$ cat config.mk
export PLATFORM = sky130hd
export DESIGN_NAME = binary_mul_arbiter_flat
export DESIGN_NICKNAME = d
export VERILOG_FILES = /design/src/rtl/binary_mul_arbiter_pkg.sv /design/src/rtl/binary_mul_arbiter_if.sv /design/src/rtl/binary_mul_arb_rr.sv /design/src/rtl/binary_mul_arbiter.sv /design/src/flat_wrapper.sv
export SDC_FILE = /design/constraint.sdc
export NUM_CORES = 1
export LEC_CHECK = 0
export CAP_MARGIN = 20
export CORE_MARGIN = 3
export CORE_UTILIZATION = 54
export CTS_CLUSTER_DIAMETER = 100
export DETAILED_ROUTE_END_ITERATION = 8
export PLACE_DENSITY = 0.78
export SYNTH_ARGS = -nofsm -noshare
export SYNTH_HDL_FRONTEND = slang
export SYNTH_SLANG_ARGS = --single-unit
$ cat constraint.sdc
create_clock -name clk -period 11.05 [get_ports clk]
set_clock_uncertainty 0.15 [all_clocks]
set_input_delay 2.21 -clock clk [delete_from_list [all_inputs] [get_ports clk]]
set_output_delay 2.21 -clock clk [all_outputs]
set_load 0.02 [all_outputs]
$ cat src/rtl/binary_mul_arbiter_pkg.sv
// Shared definitions for the multiplier arbiter slice.
//   N_DEF / W_DEF / LATENCY_DEF : default requester count, operand width and
//                                 multiplier latency (enabled cycles).
//   ID_MAX_W                    : id field width in a tag, enough for N <= 8.
//   tag_t                       : per-stage tag {valid, id, ovf} that travels
//                                 alongside the product through the pipeline.
package binary_mul_arbiter_pkg;

  localparam int N_DEF       = 4;
  localparam int W_DEF       = 10;
  localparam int LATENCY_DEF = 11;
  localparam int ID_MAX_W    = 3;

  typedef struct packed {
    logic                valid;
    logic [ID_MAX_W-1:0] id;
    logic                ovf;
  } tag_t;

endpackage

$ cat src/rtl/binary_mul_arbiter_if.sv
// Request/response bundle between operand producers, the arbiter and the
// consumer of products.
//   req_valid[N], req_a/req_b[N*W] (requester i at [i*W +: W]), req_ready[N]
//   rsp_valid, rsp_ready, rsp_id[IDW], rsp_p[2W-1], rsp_ovf, busy
// Handshake: a transfer happens on a rising edge where valid && ready are both
// high. A source keeps valid and its payload stable until it transfers and
// never gates valid on ready; ready may depend combinationally on valid.
// The arbiter holds rsp_* stable while rsp_valid && !rsp_ready.
// Modport master = producer/consumer side, slave = arbiter side.
interface binary_mul_arbiter_if #(
  parameter int N   = 4,
  parameter int W   = 10,
  parameter int IDW = 2
);
  logic [N-1:0]   req_valid;
  logic [N-1:0]   req_ready;
  logic [N*W-1:0] req_a;
  logic [N*W-1:0] req_b;
  logic           rsp_valid;
  logic           rsp_ready;
  logic [IDW-1:0] rsp_id;
  logic [2*W-2:0] rsp_p;
  logic           rsp_ovf;
  logic           busy;

  modport master (
    output req_valid, req_a, req_b, rsp_ready,
    input  req_ready, rsp_valid, rsp_id, rsp_p, rsp_ovf, busy
  );

  modport slave (
    input  req_valid, req_a, req_b, rsp_ready,
    output req_ready, rsp_valid, rsp_id, rsp_p, rsp_ovf, busy
  );
endinterface

$ cat src/rtl/binary_mul_arb_rr.sv
// N-way round-robin picker, purely combinational.
//   req[N] : request vector
//   ptr    : highest-priority index this cycle (0..N-1)
//   en     : when low no grant is issued
//   gnt[N] : one-hot grant (all zero when nothing granted)
//   idx    : index of the granted requester (0 when none)
//   any    : a grant was issued
module binary_mul_arb_rr #(
  parameter int N   = 4,
  parameter int IDW = 2
) (
  input  logic [N-1:0]   req,
  input  logic [IDW-1:0] ptr,
  input  logic           en,
  output logic [N-1:0]   gnt,
  output logic [IDW-1:0] idx,
  output logic           any
);

  always_comb begin : pick
    int j;
    j   = 0;
    gnt = '0;
    idx = '0;
    any = 1'b0;
    // Scan ptr, ptr+1, ... wrapping at N; first active request wins.
    for (int k = 0; k < N; k++) begin
      j = int'(ptr) + k;
      if (j >= N) j = j - N;
      if (en && !any && req[j]) begin
        any    = 1'b1;
        gnt[j] = 1'b1;
        idx    = IDW'(j);
      end
    end
  end

endmodule

$ cat src/rtl/binary_mul_arbiter.sv
// Shares one pipelined signed multiplier among N requesters.
// One operand pair is granted per cycle in round-robin order; a tag pipeline
// carries {valid, id, ovf} alongside the product so results leave in accept
// order with their requester id. A response held by the consumer stalls the
// multiplier and the tag pipe as one unit.
// Ports:
//   clk, rst_n : clock, synchronous active-low reset
//   bus        : binary_mul_arbiter_if.slave (request and response channels)
// Optional (macro MUL_ARB_STATS_EN):
//   grant_cnt[N*16] : per-requester accepted count, wraps
//   stall_cnt[16]   : cycles with a stalled response, saturates
module binary_mul_arbiter
  import binary_mul_arbiter_pkg::*;
#(
  parameter int N       = N_DEF,
  parameter int W       = W_DEF,
  parameter int LATENCY = LATENCY_DEF,
  parameter int IDW     = (N > 1) ? $clog2(N) : 1
) (
  input logic clk,
  input logic rst_n,
  binary_mul_arbiter_if.slave bus
`ifdef MUL_ARB_STATS_EN
  ,
  output logic [N*16-1:0] grant_cnt,
  output logic [15:0]     stall_cnt
`endif
);

  // Most negative operand; its square is the only product that does not fit
  // in 2W-1 bits, and it is replaced by the largest positive value.
  localparam logic [W-1:0]   OP_MIN = {1'b1, {(W-1){1'b0}}};
  localparam logic [2*W-2:0] P_SAT  = {1'b0, {(2*W-2){1'b1}}};

  logic                  stall;
  logic                  adv;
  logic [IDW-1:0]        ptr_q;
  logic [N-1:0]          gnt;
  logic [IDW-1:0]        gnt_idx;
  logic                  gnt_any;
  logic signed [W-1:0]   a_sel;
  logic signed [W-1:0]   b_sel;
  logic [2*W-2:0]        prod_in;
  tag_t                  tag_in;
  tag_t                  tag_q [LATENCY];
  logic [2*W-2:0]        p_q   [LATENCY];

  assign stall = tag_q[LATENCY-1].valid && !bus.rsp_ready;
  assign adv   = !stall;

  // Gating with rst_n keeps req_ready low for the whole reset cycle.
  binary_mul_arb_rr #(.N(N), .IDW(IDW)) u_rr (
    .req (bus.req_valid),
    .ptr (ptr_q),
    .en  (adv && rst_n),
    .gnt (gnt),
    .idx (gnt_idx),
    .any (gnt_any)
  );

  assign bus.req_ready = gnt;

  // Operand mux: zero operands when nothing is granted (bubble).
  always_comb begin
    a_sel = '0;
    b_sel = '0;
    for (int i = 0; i < N; i++) begin
      if (gnt[i]) begin
        a_sel = bus.req_a[i*W +: W];
        b_sel = bus.req_b[i*W +: W];
      end
    end
  end

  // Truncation to 2W-1 bits is exact for every pair except OP_MIN*OP_MIN.
  assign prod_in = a_sel * b_sel;

  always_comb begin
    tag_in            = '0;
    tag_in.valid      = gnt_any;
    tag_in.id[IDW-1:0] = gnt_idx;
    tag_in.ovf        = gnt_any && (a_sel == OP_MIN) && (b_sel == OP_MIN);
  end

  always_ff @(posedge clk) begin
    if (!rst_n) begin
      ptr_q <= '0;
      for (int s = 0; s < LATENCY; s++) begin
        tag_q[s] <= '0;
        p_q[s]   <= '0;
      end
    end else if (adv) begin
      tag_q[0] <= tag_in;
      p_q[0]   <= prod_in;
      for (int s = 1; s < LATENCY; s++) begin
        tag_q[s] <= tag_q[s-1];
        p_q[s]   <= p_q[s-1];
      end
      if (gnt_any) ptr_q <= (int'(gnt_idx) == N - 1) ? '0 : gnt_idx + 1'b1;
    end
  end

  assign bus.rsp_valid = tag_q[LATENCY-1].valid;
  assign bus.rsp_id    = tag_q[LATENCY-1].id[IDW-1:0];
  assign bus.rsp_ovf   = tag_q[LATENCY-1].ovf;
  assign bus.rsp_p     = tag_q[LATENCY-1].ovf ? P_SAT : p_q[LATENCY-1];

  always_comb begin
    bus.busy = 1'b0;
    for (int s = 0; s < LATENCY; s++) bus.busy = bus.busy | tag_q[s].valid;
  end

`ifdef MUL_ARB_STATS_EN
  always_ff @(posedge clk) begin
    if (!rst_n) begin
      grant_cnt <= '0;
      stall_cnt <= '0;
    end else begin
      for (int i = 0; i < N; i++) begin
        if (gnt[i]) grant_cnt[i*16 +: 16] <= grant_cnt[i*16 +: 16] + 16'd1;
      end
      if (stall && (stall_cnt != 16'hFFFF)) stall_cnt <= stall_cnt + 16'd1;
    end
  end
`endif

endmodule

$ cat src/flat_wrapper.sv
// flat-port wrapper written by rule: the top's interface ports become plain ports
module binary_mul_arbiter_flat import binary_mul_arbiter_pkg::*;
#(
  parameter int N       = N_DEF,
  parameter int W       = W_DEF,
  parameter int LATENCY = LATENCY_DEF,
  parameter int IDW     = (N > 1) ? $clog2(N) : 1
)
  (clk, rst_n, bus_req_valid, bus_req_a, bus_req_b, bus_rsp_ready, bus_req_ready, bus_rsp_valid, bus_rsp_id, bus_rsp_p, bus_rsp_ovf, bus_busy);
  binary_mul_arbiter_if #(.N(N), .W(W), .IDW(IDW)) bus_i ();
  input logic clk;
  input logic rst_n;
  input wire logic [$bits(bus_i.req_valid)-1:0] bus_req_valid;
  input wire logic [$bits(bus_i.req_a)-1:0] bus_req_a;
  input wire logic [$bits(bus_i.req_b)-1:0] bus_req_b;
  input wire logic [$bits(bus_i.rsp_ready)-1:0] bus_rsp_ready;
  output wire logic [$bits(bus_i.req_ready)-1:0] bus_req_ready;
  output wire logic [$bits(bus_i.rsp_valid)-1:0] bus_rsp_valid;
  output wire logic [$bits(bus_i.rsp_id)-1:0] bus_rsp_id;
  output wire logic [$bits(bus_i.rsp_p)-1:0] bus_rsp_p;
  output wire logic [$bits(bus_i.rsp_ovf)-1:0] bus_rsp_ovf;
  output wire logic [$bits(bus_i.busy)-1:0] bus_busy;
  assign bus_i.req_valid = bus_req_valid;
  assign bus_i.req_a = bus_req_a;
  assign bus_i.req_b = bus_req_b;
  assign bus_i.rsp_ready = bus_rsp_ready;
  assign bus_req_ready = bus_i.req_ready;
  assign bus_rsp_valid = bus_i.rsp_valid;
  assign bus_rsp_id = bus_i.rsp_id;
  assign bus_rsp_p = bus_i.rsp_p;
  assign bus_rsp_ovf = bus_i.rsp_ovf;
  assign bus_busy = bus_i.busy;
  binary_mul_arbiter #(.N(N), .W(W), .LATENCY(LATENCY), .IDW(IDW)) u_core (.clk(clk), .rst_n(rst_n), .bus(bus_i));
endmodule
==> reports/metrics.cfg, run 1 <==
[floorplanning]
core_um2=26280
die_w_um=170.2
dieArea_um2=28950
die_h_um=170.2
ios=115
rows=59
initial_utilization=0.5538

[synth]
syn_nets=1427
synth_top_cell_by_area=edfxtp_1
yosys-top-cells-area=edfxtp_1 52%, fa_1 12%, and3_1 9.2%
synth_commonest_cells=253 x edfxtp_1, 215 x and3_1, 126 x inv_1
async_flop_share=0
synth_edf_count=253
synthCells=1198
avgSynthCellArea_um2=12.15
syn-cell-area_um2=14550
synth_top_area_share=0.5221
yosys.cell_types.count=61
yosysSeqAreaShare=0.5248
ys_seq_elements=255
synthFlopType=edfxtp_1
yosysWarnings=0
synth_most_common_cell=edfxtp_1

[global_routing]
grt_pass1_wl_um=43620
grt-ovfl-total=0
grt_max_degree=215
antenna_found_initial=0
grt_pass1_vias=9102
grt_usage=0.1820

[clock_network]
cts_tree=done
clk_pin_slew_ns=0.06
cts_buffers=25
cts_resized=0
clockBufferDepth=3
postCtsHoldBufs=0
insertion_delay_ns=0.53
cts_htree_levels=1
cts.sinks=255
postCtsSetupRepairBufs=0
root_buffer=clkbuf_16

[timing]
grt_setup_unrepaired=false
hold_viol=0
slew_headroom=0.2684
period_share=0.9322
finalSetupViolCount=0
final.setup.tns_ns=0
worstMarginPinSlew_ns=1.097
fin_crit_ns=10.30
slew_viol_final=0
fmax_mhz=97.08

[power_and_ir_drop]
vdd_ir_drop_max_mv=0.3744
powerDensity_nw_per_um2=237.1
power_leakage_nw=8.098

[layout]
syn_to_final_growth_pct=14.99
antenna_cells=0
layout-drive-gt1-share=0.07364
stdcell_count=1625
fillers=1961
fin_util=0.6368
nets=1501
final_area_um2=16730

[detailed_routing]
drt-total-wl_um=25850
drc_errors=0
wire_per_inst_um=15.91
detail-route-antenna-nets=0
dr.pass1.iters=5
vias_per_cell=5.497
vias=8933
dr.first_iter.drc_count=760

[place]
port_buffers=114
dp_cells=1579
dp_hpwl_um=17110
post_dp_cell_area_um2=15870
gp_congestion=0.8800

[hold_path]
worstHoldPathType=flop to flop

[setup_path]
crit_path_end_kind=flop
critPathKind=input port to flop
cp.arrival_ns=10.54
required_ns=11.29
cp-start-kind=input port
crit_fanout=12

[outcome]
outcome=complete, no violations

[flow_run]
cap_violations=0

worst max-delay path: stages:
cell and delay, ns:
clkdlybuf4s50_1 0.57, mux4_2 0.63, or3b_1 0.38, a21oi_1 0.17
a311o_1 0.24, and2_1 0.45, a221oi_1 0.14, nor2_1 0.70
nand2_1 0.18, fa_1 0.58, inv_1 0.05, fa_1 0.54
fa_1 0.46, fa_1 0.55, inv_1 0.06, fa_1 0.52
inv_1 0.04, ha_1 0.35, and3_1 0.21, a311oi_1 0.38
nor2b_1 0.11, o21ai_0 0.16, nand2b_1 0.12, a31oi_1 0.25
o21ai_0 0.16, a21o_1 0.18, a21oi_2 0.12
layer usage:
layer | track usage | vias up | wire (µm)
met1 | 0.2379 | 4391 | 10840
li1 | - | 4317 | -
met3 | 0.02137 | 54 | 864
met4 | 0.05467 | 0 | 740
met2 | 0.3220 | 171 | 13410
met5 | 0 | - | 0
logic make-up (layout without fill, tap and decap cells):
kind of cell             Yosys count  count (layout)  synth area share
AO/OA/AOI/OAI                     94              94           0.04935
XOR/XNOR                          20              20           0.01204
adder cells (fa/ha/maj)          142             142            0.1670
buffers and inverters            212             304           0.05915
flip-flops                       255             255            0.5248
multiplexers                       6               6          0.006792
AND/OR/NAND/NOR                  469             469            0.1809
report_power, final:
part           leakage [nW]  switching [mW]  internal, mW
Sequential             3.11          0.0136          1.15
Combinational          4.58            1.13         0.816
Clock                 0.408           0.345         0.514
flip-flops by register name, summed over array words and instances, names as in the netlist:
register,count
u_core.ptr_q,2
u_core.p_q,209
u_core.tag_q,44
cell type report:
| type | instances | area [µm²] | share of cell area |
|---|---|---|---|
| clock inverter | 15 | 196.4 | 0.01174 |
| multi-input combinational | 731 | 6062 | 0.3622 |
| tap | 335 | 419.2 | 0.02505 |
| inverter | 129 | 484.2 | 0.02893 |
| timing repair buffer | 130 | 1291 | 0.07716 |
| sequential | 255 | 7637 | 0.4564 |
| clock buffer | 30 | 644.4 | 0.03850 |
per-stage QoR:
stage | setup WS [ns] | hold WS (ns) | total power, mW
2_1_floorplan | 0.07595 | 0.3526 | 2.700
3_3_place_gp | 0.4789 | 0.3549 | 3.100
3_5_place_dp | 0.2770 | 0.3603 | 3.152
4_1_cts | 0.8140 | 0.3543 | 4.024
5_1_grt | 0.08504 | 0.3750 | 4.351
6_report | 0.7492 | 0.3691 | 3.967
cells in the final DEF (no fill, tap or decap), types with 12 or more instances in the layout:
cell type | synthesis | layout
a21oi_1 | 14 | 14
and2_1 | 61 | 61
and3_1 | 215 | 215
buf_4 | 2 | 15
clkbuf_16 | 0 | 25
clkdlybuf4s50_1 | 0 | 113
edfxtp_1 | 253 | 253
fa_1 | 87 | 87
ha_1 | 55 | 55
inv_1 | 126 | 126
nand2_1 | 71 | 71
nor2_1 | 47 | 47
nor3_1 | 18 | 18
o21ai_0 | 13 | 13
o22ai_1 | 12 | 12
or2_2 | 18 | 18
xnor2_1 | 12 | 12
final timing paths:
| check | start | end | slack [ns] | cells past startpoint |
|---|---|---|---|---|
| max | bus_req_valid[1] | u_core.p_q[0][18] | 0.75 | 27 |
| min reg2reg | u_core.p_q[4][36] | u_core.p_q[5][17] | 0.37 | 1 |
| min | u_core.p_q[4][36] | u_core.p_q[5][17] | 0.37 | 1 |
| max reg2reg | u_core.ptr_q[0] | u_core.p_q[0][18] | 1.77 | 29 |
Power figures use the tool's default switching activity.
==> run 2: changes to the inputs <==
- RECOVER_POWER: not set -> 100
==> run 2 against run 1 <==
Net effect: final area is 0.40% lower; non-clock buffer count stayed put; power about the same; via count rose by 0.28%; cell count unchanged; worst setup slack lost 0.080 ns; critical path depth is 4 higher; the flow now finishes with violations (capacitance limit, slew limit); core utilization decreased by 0.26 points; first-iteration DRC count is 4.6% lower; fmax shrank 0.77%.
==> reports/metrics.cfg, run 2 (synthesis gave the netlist of run 1 again) <==
[setup_path]
startpoint=bus_req_valid[2]
crit_path_end_kind=flop
required_ns=11.29  ; about the same
rr_startpoint=u_core.ptr_q[0]
critical-path-top-delay-family=adder cells
cp.depth=31  ; +15%
r2r_cells=32  ; +10%
worst-path-buf-inv=7  ; +3
crit_fanout=12  ; unchanged
cp-start-kind=input port
critical_path.max_stage_delay_ns=0.67  ; -0.03 ns
r2r_setup_slack_ns=1.77  ; about the same
worst_path_max_delay_cell=dlygate4sd3_1
cp.arrival_ns=10.62  ; +0.08 ns
endpoint=u_core.p_q[0][18]
critPathKind=input port to flop
r2r_end=u_core.p_q[0][18]

[layout]
fillers=1968  ; +0.36%
syn_to_final_growth_pct=14.53
regMostFlops=u_core.p_q
fin_util=0.6342  ; -0.002570
layout-drive-gt1-share=0.06744  ; -0.006202
largest_register_ff_count=209  ; unchanged
regArea_um2=7637  ; unchanged
stdcell_count=1625  ; unchanged
nets=1501  ; unchanged
mostFrequentLayoutCell=edfxtp_1
final_area_um2=16670  ; -0.40%
multi_input_area_um2=6048  ; -0.23%
most-common-layout-cells=253 x edfxtp_1, 215 x and3_1, 127 x inv_1
antenna_cells=0  ; unchanged
reg_top3=u_core.p_q (209), u_core.tag_q (44), u_core.ptr_q (2)

[timing]
slew_viol_final=618  ; +618
period_share=0.9394  ; +0.007195
hold_viol=0  ; unchanged
worst_slack_ns=0.6697  ; -0.07951 ns
slew_headroom=-2.307  ; -2.575
fin_crit_ns=10.38  ; +0.07951 ns
finalSetupViolCount=0  ; unchanged
final.setup.tns_ns=0  ; unchanged
grt_setup_unrepaired=false
worstMarginPinSlew_ns=4.961  ; +3.863 ns
fmax_mhz=96.34  ; -0.77%

[global_routing]
grt_pass1_wl_um=43620  ; unchanged
grt_busiest_layer=met2
use_met1=0.2379  ; unchanged
grt-ovfl-total=0  ; unchanged
grt_usage=0.1820  ; unchanged
grt.met3_usage=0.02137  ; unchanged
grtUsageMet2=0.3220  ; unchanged
antenna_found_initial=0  ; unchanged
grt_max_degree=215  ; unchanged
grt_pass1_vias=9102  ; unchanged

[floorplanning]
die_h_um=170.2  ; unchanged
initial_utilization=0.5538  ; unchanged
dieArea_um2=28950  ; unchanged
rows=59  ; unchanged
core_um2=26280  ; unchanged
ios=115  ; unchanged
die_w_um=170.2  ; unchanged

[place]
pre_cts_slack_ns=0.2770  ; unchanged
post_dp_cell_area_um2=15870  ; unchanged
dp_cells=1579  ; unchanged
dp_hpwl_um=17110  ; unchanged
port_buffers=114  ; unchanged
gp_congestion=0.8800  ; unchanged

[clock_network]
insertion_delay_ns=0.53  ; about the same
postCtsSetupRepairBufs=0  ; unchanged
root_buffer=clkbuf_16
cts_htree_levels=1  ; unchanged
cts_resized=0  ; unchanged
cts.sinks=255  ; unchanged
clockBufferDepth=3  ; unchanged
postCtsHoldBufs=0  ; unchanged
clk_pin_slew_ns=0.06  ; about the same
cts_buffers=25  ; unchanged
cts_tree=done

[power_and_ir_drop]
vdd_ir_drop_max_mv=0.3745  ; about the same
power_leakage_nw=8.141  ; +0.54%
powerDensity_nw_per_um2=237.8  ; +0.33%

[outcome]
outcome=finished, violations left
violations=capacitance limit, slew limit

[detailed_routing]
dr.pass1.iters=6  ; +1
detail-route-antenna-nets=0  ; unchanged
vias_per_cell=5.513  ; +0.28%
dr.first_iter.drc_count=725  ; -4.6%
wire_per_inst_um=15.87  ; -0.25%
vias=8958  ; +0.28%
drt-total-wl_um=25790  ; -0.25%
drc_errors=0  ; unchanged

[hold_path]
hold_depth=1  ; unchanged
worstHoldPathType=flop to flop

[flow_run]
cap_violations=5  ; +5

==> run 2: cell count changes in the layout (fill, tap and decap cells not counted), moves of 4 or more <==
cell,before,now
dlygate4sd3_1,0,28
and2_0,0,8
clkdlybuf4s50_1,113,85
clkbuf_1,5,10
buf_4,15,11
and2_1,61,53
==> run 2: per-stage QoR <==
| step | power (mW) | hold WS, ns |
|---|---|---|
| 2_1_floorplan | 2.700 | 0.3526 |
| 3_3_place_gp | 3.100 | 0.3549 |
| 3_5_place_dp | 3.152 | 0.3603 |
| 4_1_cts | 4.024 | 0.3543 |
| 5_1_grt | 4.348 | 0.3750 |
| 6_report | 3.964 | 0.3714 |
==> run 2: area by class of cell <==
type	count	share of cell area
clock inverter	15	0.01179
multi-input combinational	731	0.3629
clock buffer	30	0.03866
timing repair buffer	130	0.07424
sequential	255	0.4582
inverter	129	0.02905
tap	335	0.02515
==> run 2: how the worst min path moves through the flow <==
stage / from / slack [ns] / endpoint
floorplan: u_core.p_q[4][19] / 0.35 / u_core.p_q[5][0]
global placement: u_core.p_q[4][37] / 0.35 / u_core.p_q[5][18]
detailed placement: u_core.p_q[4][37] / 0.36 / u_core.p_q[5][18]
CTS: u_core.p_q[4][36] / 0.35 / u_core.p_q[5][17]
global route: u_core.p_q[4][36] / 0.37 / u_core.p_q[5][17]
finish: u_core.p_q[4][36] / 0.37 / u_core.p_q[5][17]
==> run 2: worst reg2reg max path: cells and delay by family, from the launching register on <==
family	cells	cell delay, ns
AOI/OAI and AO/OA	11	2.40
buffers and inverters	7	0.74
adders and majority gates	7	3.23
DFF	1	0.64
and+or+nand+nor	7	2.01
==> run 2: power breakdown <==
| part | switching (mW) | leakage (nW) | internal (mW) | total, mW |
|---|---|---|---|---|
| logic | 1.13 | 4.62 | 0.814 | 1.94 |
| clock network | 0.345 | 0.408 | 0.514 | 0.859 |
| registers | 0.0138 | 3.11 | 1.15 | 1.17 |
| total | 1.48 | 8.14 | 2.48 | 3.96 |
==> run 2: layer usage <==
metal | wire length (µm) | up-vias
met2 | 13410 | 154
met4 | 763 | 0
met5 | 0 | -
li1 | - | 4316
met3 | 847 | 56
met1 | 10770 | 4432
==> run 3: changes to the inputs <==
- CORE_UTILIZATION: 54 -> 45
- PLACE_DENSITY: 0.78 -> 0.67
==> run 3 against run 2 <==
Net effect: the run still ends with capacitance limit, slew limit left; first-iteration DRC count fell by 14%; sequential power barely moved; cell count rose by 4.9%; power rose by 2.1%; die area rose by 19%; worst hold slack improved by 0.0031 ns; via count barely moved; largest cell class unchanged; register-to-register slack got worse by 0.06 ns; final area rose by 1.4%; flip-flop and latch count did not move; global-route usage fell by 2.6 points; sequential share of layout area fell by 0.62 points.
==> reports/metrics.cfg, run 3 (synthesis gave the netlist of run 1 again) <==
[outcome]
outcome=finished, violations left
violations=capacitance limit, slew limit

[setup_path]
critical-path-top-delay-family=adder cells
worst-path-buf-inv=7  ; unchanged
crit_path_end_kind=flop
critical_path.max_stage_delay_ns=0.67  ; about the same
rr_startpoint=u_core.ptr_q[0]
r2r_cells=32  ; unchanged
cp-start-kind=input port
r2r_setup_slack_ns=1.71  ; -0.06 ns
worst_path_max_delay_cell=dlygate4sd3_1
critPathKind=input port to flop
crit_fanout=12  ; unchanged
cp.arrival_ns=10.53  ; -0.09 ns
required_ns=11.28  ; about the same
r2r_end=u_core.p_q[0][18]
crit_path_frequent_cell=inv_1

[layout]
syn_to_final_growth_pct=16.10
most-common-layout-cells=253 x edfxtp_1, 215 x and3_1, 128 x inv_1
layout-drive-gt1-share=0.07521  ; +0.007769
regArea_um2=7637  ; unchanged
reg_top3=u_core.p_q (209), u_core.tag_q (44), u_core.ptr_q (2)
nets=1512  ; +0.73%
regMostFlops=u_core.p_q
fillers=2689  ; +37%
mostFrequentLayoutCell=edfxtp_1
largest_register_ff_count=209  ; unchanged
fin_util=0.5327  ; -0.1015
multi_input_area_um2=6048  ; unchanged
antenna_cells=0  ; unchanged

[timing]
worstMarginPinSlew_ns=5.108  ; +0.1472 ns
fmax_mhz=97.09  ; +0.78%
worst_slack_ns=0.7504  ; +0.08062 ns
slew_headroom=-2.405  ; -0.09814
final.setup.tns_ns=0  ; unchanged
slew_viol_final=690  ; +12%
period_share=0.9321  ; -0.007296
fin_crit_ns=10.30  ; -0.08062 ns
hold_viol=0  ; unchanged
finalSetupViolCount=0  ; unchanged
grt_setup_unrepaired=false

[place]
gp_congestion=0.8618  ; -2.1%
pre_cts_slack_ns=0.3947  ; +0.1177 ns
dp_hpwl_um=17260  ; +0.83%
port_buffers=114  ; unchanged

[detailed_routing]
drt-total-wl_um=26500  ; +2.8%
drc_errors=0  ; unchanged
wire_per_inst_um=15.54  ; -2.1%
vias_per_cell=5.250  ; -4.8%
detail-route-antenna-nets=0  ; unchanged
vias=8952  ; -0.067%
dr.first_iter.drc_count=622  ; -14%
dr.pass1.iters=5  ; -1

[power_and_ir_drop]
vdd_ir_drop_max_mv=0.3351  ; -11%
powerDensity_nw_per_um2=239.5  ; +0.68%
power.total_mw=4.046  ; +2.1%
power_leakage_nw=8.225  ; +1.0%

[hold_path]
holdCritStartpoint=u_core.tag_q[4][7]
worstHoldPathType=flop to flop
hold_depth=1  ; unchanged
hold-path-endpoint=u_core.tag_q[5][2]

[clock_network]
postCtsSetupRepairBufs=0  ; unchanged
cts.sinks=255  ; unchanged
cts_buffers=27  ; +8.0%
postCtsHoldBufs=0  ; unchanged
cts_htree_levels=1  ; unchanged
clockBufferDepth=3  ; unchanged
cts_resized=0  ; unchanged
insertion_delay_ns=0.53  ; about the same
clk_pin_slew_ns=0.06  ; about the same
root_buffer=clkbuf_16
cts_tree=done

[floorplanning]
dieArea_um2=34530  ; +19%
die_h_um=185.8  ; +9.2%
initial_utilization=0.4588  ; -0.09494
rows=65  ; +10%
die_w_um=185.8  ; +9.2%
ios=115  ; unchanged
core_um2=31720  ; +21%

[global_routing]
grt_pass1_vias=8938  ; -1.8%
grt-ovfl-total=0  ; unchanged
antenna_found_initial=0  ; unchanged
grt_usage=0.1563  ; -0.02577
grt_pass1_wl_um=44570  ; +2.2%
grt_max_degree=213  ; -0.93%

[flow_run]
cap_violations=6  ; +1

==> run 3: changes by cell type in the layout (fill, tap and decap cells not counted), sizes merged <==
cell	delta
buf	+8
clkinv	+3
clkbuf	+2
clkdlybuf4s50	-2
dlygate4sd3	+2
bufinv	+1
inv	-1
==> run 3: worst max path at each step <==
stage                           from           endpoint  slack (ns)  cells past startpoint
detailed placement  bus_req_valid[3]  u_core.p_q[0][18]        0.39                     27
global route        bus_req_valid[2]  u_core.p_q[0][18]        0.21                     31
global placement    bus_req_valid[3]  u_core.p_q[0][18]        0.56                     27
floorplan                      rst_n   u_core.p_q[0][0]        0.08                      4
finish              bus_req_valid[2]  u_core.p_q[0][18]        0.75                     31
CTS                 bus_req_valid[3]  u_core.p_q[0][18]        0.90                     27
==> run 3: stage by stage <==
stage	cells	hold WS (ns)	area, µm²
after floorplan	1198	0.3526	14560
after global placement	1656	0.3549	16030
after detailed placement	1656	0.3599	16030
after CTS	1705	0.3746	16950
after global routing	1705	0.3835	16900
final	1705	0.3744	16900
==> run 3: layer usage <==
metal / part of all wire / track usage / vias to the layer above
met5: 0 / 0 / -
met3: 0.023 / 0.01700 / 39
met4: 0.015 / 0.02621 / 0
li1: - / - / 4346
met2: 0.53 / 0.2834 / 113
met1: 0.44 / 0.2069 / 4454
==> run 3: report_power, final <==
part | switching (mW) | leakage (nW) | internal, mW
registers | 0.0130 | 3.11 | 1.15
logic | 1.13 | 4.66 | 0.827
clock network | 0.355 | 0.450 | 0.567
total | 1.50 | 8.23 | 2.55
==> run 3: layout make-up <==
class | count | share of cell area
clock inverter | 18 | 0.01370
clock buffer | 31 | 0.04088
tap | 402 | 0.02977
timing repair buffer | 139 | 0.07701
inverter | 129 | 0.02866
multi-input combinational | 731 | 0.3580
sequential | 255 | 0.4520
==> run 3: worst register-to-register path: cells and delay by family (launching register included) <==
kind                       cells  cell delay [ns]
adders and majority gates      7             3.33
AOI/OAI and AO/OA             10             2.34
and+or+nand+nor                8             1.92
buffers and inverters          7             0.77
DFF                            1             0.69
